--- src/rtl/gray_conv_arbiter.sv ---
// Shared binary/Gray conversion datapath with a round-robin front end.
// NREQ requesters compete for one nbtg/ngtb pair; the converted word
// returns through a single registered, backpressured response port.

// Binary -> Gray: each Gray bit is the XOR of adjacent binary bits.
module nbtg #(
    parameter int size = 10
) (
    input  logic [size-1:0] bin_i,
    output logic [size-1:0] gray_o
);
    assign gray_o = bin_i ^ (bin_i >> 1);
endmodule

// Gray -> binary: binary bit i is the XOR of all Gray bits at or above i.
module ngtb #(
    parameter int size = 10
) (
    input  logic [size-1:0] gray_i,
    output logic [size-1:0] bin_o
);
    // Prefix-XOR from the MSB down, written per bit to avoid a comb loop.
    always_comb begin
        bin_o = '0;
        for (int i = 0; i < size; i++) begin
            bin_o[i] = ^(gray_i >> i);
        end
    end
endmodule

// Handshake: a transfer happens on a rising edge where valid and ready are
// both high. Requesters hold valid/mode/data until their ready bit is seen;
// ready never depends on valid of the same requester except via arbitration,
// and rsp_ready reaches req_ready only through can_accept.
module gray_conv_arbiter #(
    parameter int SIZE = 10,
    parameter int NREQ = 4,
    localparam int IDW = $clog2(NREQ)
) (
    input  logic                 clk,
    input  logic                 rst_n,
    input  logic [NREQ-1:0]      req_valid,
    input  logic [NREQ-1:0]      req_mode,
    input  logic [NREQ*SIZE-1:0] req_data,
    output logic [NREQ-1:0]      req_ready,
    output logic                 rsp_valid,
    input  logic                 rsp_ready,
    output logic [SIZE-1:0]      rsp_data,
    output logic [IDW-1:0]       rsp_id,
    output logic                 rsp_mode
);
    // Response register occupancy is the whole state machine.
    localparam logic ST_EMPTY = 1'b0;
    localparam logic ST_FULL  = 1'b1;

    logic            state_q, state_d;
    logic [SIZE-1:0] rsp_data_q, rsp_data_d;
    logic [IDW-1:0]  rsp_id_q, rsp_id_d;
    logic            rsp_mode_q, rsp_mode_d;
    logic [IDW-1:0]  last_grant_q, last_grant_d;

    logic [IDW-1:0]  gnt;
    logic            gnt_found;
    logic            can_accept;
    logic            accept;
    logic [SIZE-1:0] sel_data;
    logic            sel_mode;
    logic [SIZE-1:0] gray_w;
    logic [SIZE-1:0] bin_w;

    // Round-robin search starting just after the last granted requester.
    always_comb begin
        gnt       = '0;
        gnt_found = 1'b0;
        for (int k = 1; k <= NREQ; k++) begin
            if (!gnt_found && req_valid[(int'(last_grant_q) + k) % NREQ]) begin
                gnt_found = 1'b1;
                gnt       = IDW'((int'(last_grant_q) + k) % NREQ);
            end
        end
    end

    // Accept when a winner exists and the response slot is free or draining;
    // held off entirely while reset is asserted.
    always_comb begin
        can_accept = (state_q == ST_EMPTY) || rsp_ready;
        accept     = gnt_found && can_accept && rst_n;
        req_ready  = accept ? (NREQ'(1) << gnt) : '0;
    end

    // Only the granted word enters the datapath; idle cycles feed zero.
    always_comb begin
        sel_data = gnt_found ? req_data[int'(gnt)*SIZE +: SIZE] : '0;
        sel_mode = gnt_found ? req_mode[gnt] : 1'b0;
    end

    nbtg #(.size(SIZE)) u_nbtg (.bin_i(sel_data), .gray_o(gray_w));
    ngtb #(.size(SIZE)) u_ngtb (.gray_i(sel_data), .bin_o(bin_w));

    // Load on accept (replacing any draining result), clear on bare drain.
    always_comb begin
        state_d      = state_q;
        rsp_data_d   = rsp_data_q;
        rsp_id_d     = rsp_id_q;
        rsp_mode_d   = rsp_mode_q;
        last_grant_d = last_grant_q;
        if (accept) begin
            state_d      = ST_FULL;
            rsp_data_d   = sel_mode ? bin_w : gray_w;
            rsp_id_d     = gnt;
            rsp_mode_d   = sel_mode;
            last_grant_d = gnt;
        end else if ((state_q == ST_FULL) && rsp_ready) begin
            state_d = ST_EMPTY;
        end
    end

    // Response register and round-robin pointer.
    always_ff @(posedge clk or negedge rst_n) begin
        if (!rst_n) begin
            state_q      <= ST_EMPTY;
            rsp_data_q   <= '0;
            rsp_id_q     <= '0;
            rsp_mode_q   <= 1'b0;
            last_grant_q <= IDW'(NREQ - 1);
        end else begin
            state_q      <= state_d;
            rsp_data_q   <= rsp_data_d;
            rsp_id_q     <= rsp_id_d;
            rsp_mode_q   <= rsp_mode_d;
            last_grant_q <= last_grant_d;
        end
    end

    assign rsp_valid = (state_q == ST_FULL);
    assign rsp_data  = rsp_data_q;
    assign rsp_id    = rsp_id_q;
    assign rsp_mode  = rsp_mode_q;
endmodule
--- config.mk ---
export PLATFORM = sky130hd
export DESIGN_NAME = gray_conv_arbiter
export DESIGN_NICKNAME = d
export VERILOG_FILES = /design/src/rtl/gray_conv_arbiter.sv
export SDC_FILE = /design/constraint.sdc
export NUM_CORES = 1
export LEC_CHECK = 0
export ABC_AREA = 1
export ABC_CLOCK_PERIOD_IN_PS = 3650
export CAP_MARGIN = 10
export CELL_PAD_IN_SITES_DETAIL_PLACEMENT = 1
export CELL_PAD_IN_SITES_GLOBAL_PLACEMENT = 1
export CORE_UTILIZATION = 31
export DETAILED_ROUTE_END_ITERATION = 16
export PLACE_DENSITY = 0.8
export SYNTH_ARGS = -nofsm -noshare
export SYNTH_HDL_FRONTEND = slang
export SYNTH_HIERARCHICAL = 1
export SYNTH_SLANG_ARGS = --single-unit
--- constraint.sdc ---
create_clock -name clk -period 3.65 [get_ports clk]
set_clock_uncertainty 0.05 [all_clocks]
set_input_delay 0.73 -clock clk [delete_from_list [all_inputs] [get_ports clk]]
set_output_delay 0.73 -clock clk [all_outputs]
set_load 0.01 [all_outputs]
==> flow_summary.ini <==
[clocking]
path_clk_slew_ns = 0.06
clock_path_buffers = 2
cts_tree = yes
cts_buffers = 3
cts_root_buf = clkbuf_8
clock_sinks = 16
clock_latency_ns = 0.25
cts_max_level = 1

[layout]
layout-drive-gt1-share_pct = 21.5
antenna_cells = 0
nNetsFinal = 513
area_growth_pct = 63.9
final_util_pct = 52.8

[global_routing]
grt_overflow_total = 0
antenna_found_initial = 0
grt_use_total_pct = 21.7
grt_max_degree = 27
gr-usage-met2_pct = 43.1
grt_pass1_wl_um = 12700
busiest_layer = met2
use_met3_pct = 1.09
globalRouteMet1Util_pct = 25.0
grt_pass1_vias = 2769

[placement]
dp_hpwl_um = 5800
io_buffers = 68
gp_congestion = 0.815

[route]
routed-via-count = 2730
drc = 0
wire_per_inst_um = 15.3
wl_um = 8250
drt-initial-drc-count = 66
ant_nets = 0
routed_via_density = 5.07
firstDrtPassIters = 4

[sta]
slew-limit-headroom_pct = 82.7
fmax_mhz = 283
fin_crit_ns = 3.54
setup_viol_count_final = 0
slew_viol_final = 0
tightest_slew_ns = 0.257
fin_tns_setup_ns = 0
period_share_pct = 96.9
finalHoldViolCount = 0
rsz0062_at_grt = true

[critical_path]
arrival_ns = 3.63
crit_fanout = 6
end_kind = register
required_ns = 3.74
cpMostUsedCell = nand2_1
crit_slowest_cell = clkdlybuf4s50_1
crit_family = simple AND/OR/NAND/NOR gates
crit_path_max_incr_delay_ns = 0.47
start_kind = input pin
crit_buf_inv = 7
setup.worst_path.class = input pin to register

[logic_synthesis]
ys_types = 27
synth_edf_count = 0
netlist_area_sq_um = 2060
postSynth.asyncResetShare_pct = 100
syn-num-nets = 412
yosys_warnings = 6
synth-seq-area-share_pct = 19.6
synth.ff_latch_count = 16
synth_cells = 361
synth-main-ff-cell = dfrtp_1
syn_avg_cell_area_sq_um = 5.70

[floorplanning]
dieArea_sq_um = 6970
die_y_um = 83.5
core-area_sq_um = 6390
ios = 69
initial_core_util_pct = 32.2
die_w_um = 83.5
fp-row-count = 29

[job]
cap_viol_max_count = 0

[min_path]
worstHoldPathType = register to register

[status]
status = completed
## tightest hold or removal path: stages (launching register included)
cell and delay, ns:
dfrtp_1 0.34, nand2_1 0.05, nand2_1 0.05
## synth_stat cells (2+ instances only)
cell | n | area share [%]
nand3_2 | 3 | 1.5
a41oi_1 | 10 | 4.3
nand2_4 | 4 | 2.2
nand3_1 | 73 | 18
clkinv_1 | 3 | 0.55
clkbuf_1 | 5 | 0.91
xor2_1 | 3 | 1.3
dfstp_2 | 2 | 2.6
nand2_2 | 11 | 3.3
inv_1 | 52 | 9.5
xnor2_1 | 7 | 3.0
buf_2 | 5 | 1.2
nand2_1 | 139 | 25
buf_4 | 2 | 0.73
buf_6 | 2 | 1.1
nand4_1 | 2 | 0.61
dfrtp_1 | 14 | 17
nor2_1 | 9 | 1.6
o21ai_0 | 3 | 0.73
o21ai_1 | 2 | 0.49
inv_2 | 4 | 0.73
## layout make-up
class	instances	area [sq um]
fillers	852	3010
multi-input cells	272	1500
repair buffers	110	1100
flip-flops and latches	16	403
inverters	59	226
well taps	77	96.3
clock buffers	4	55.1
## per-stage QoR
stage               hold slack (ns)  setup slack (ns)  cells  instance area, sq um
floorplan                     0.384             0.356    361                  2060
global placement              0.416           -0.0460    521                  3010
detailed placement            0.419            -0.166    521                  3010
CTS                           0.436            0.0620    526                  3100
global route                  0.464            -0.108    538                  3370
finish                        0.429             0.113    538                  3370
## flip-flops by register name, indices dropped and copies added (netlist names)
register,cells
last_grant_q,2
rsp_data,10
rsp_id,2
rsp_mode,1
rsp_valid,1
## routing by layer
metal,vias up,routed length (um)
met5,-,0
met4,0,252
met3,20,138
met1,1328,3380
met2,51,4490
li1,1331,-
## worst paths after layout
check                                            start                          end  slack (ns)  cells past startpoint
setup reg to reg           last_grant_q[0]$_DFFE_PN1P_      rsp_data[0]$_DFFE_PN0P_        0.36                     26
min in group asynchronous                        rst_n      rsp_data[3]$_DFFE_PN0P_        0.81                      2
max in group asynchronous                        rst_n  last_grant_q[0]$_DFFE_PN1P_        2.49                      2
setup / recovery                          req_valid[3]      rsp_data[0]$_DFFE_PN0P_        0.11                     26
hold / removal                 rsp_data[3]$_DFFE_PN0P_      rsp_data[3]$_DFFE_PN0P_        0.43                      2
hold reg to reg                rsp_data[3]$_DFFE_PN0P_      rsp_data[3]$_DFFE_PN0P_        0.43                      2
## cells by family after synthesis
| group | after synthesis | synth area share, % |
|---|---|---|
| DFF | 16 | 19.6 |
| AOI/OAI and AO/OA | 15 | 5.47 |
| buffers and inverters | 73 | 14.7 |
| and+or+nand+nor | 246 | 55.2 |
| xor gates and xnor gates | 11 | 5.04 |
## layout by cell type (no fill, tap or decap)
| cell | n |
|---|---|
| xor2_4 | 1 |
| o21ai_1 | 2 |
| nand2_1 | 132 |
| nand2_2 | 17 |
| inv_6 | 1 |
| nand2_4 | 5 |
| xnor2_2 | 4 |
| dfstp_2 | 2 |
| xor2_1 | 1 |
| dlymetal6s2s_1 | 2 |
| xor2_2 | 2 |
| buf_4 | 34 |
| clkinv_1 | 3 |
| inv_2 | 5 |
| inv_1 | 50 |
| clkbuf_16 | 2 |
| dlygate4sd2_1 | 2 |
| nand3b_1 | 1 |
| a41oi_1 | 5 |
| nor3_1 | 1 |
| nor2_1 | 7 |
| nor2_2 | 1 |
| nor3_4 | 1 |
| nor2_8 | 1 |
| dfrtp_1 | 14 |
| buf_6 | 2 |
| nand3_1 | 70 |
| xnor2_1 | 3 |
| a41oi_2 | 5 |
| clkdlybuf4s50_1 | 64 |
| buf_12 | 3 |
| o21ai_0 | 3 |
| nand3_2 | 6 |
| nand4_1 | 2 |
| nor2_4 | 2 |
| buf_16 | 1 |
| clkbuf_8 | 4 |
## timing repair
action	in CTS	in global routing
pin swaps	0	9
setup buffers	0	10
hold buffers	0	0
endpoints found under the setup margin	2	10
resized for setup	2	36
gates cloned	1	2
Power is left out: the tool's default activity adds up to more than one toggle a clock period on the data nets, which glitch-free logic cannot reach.
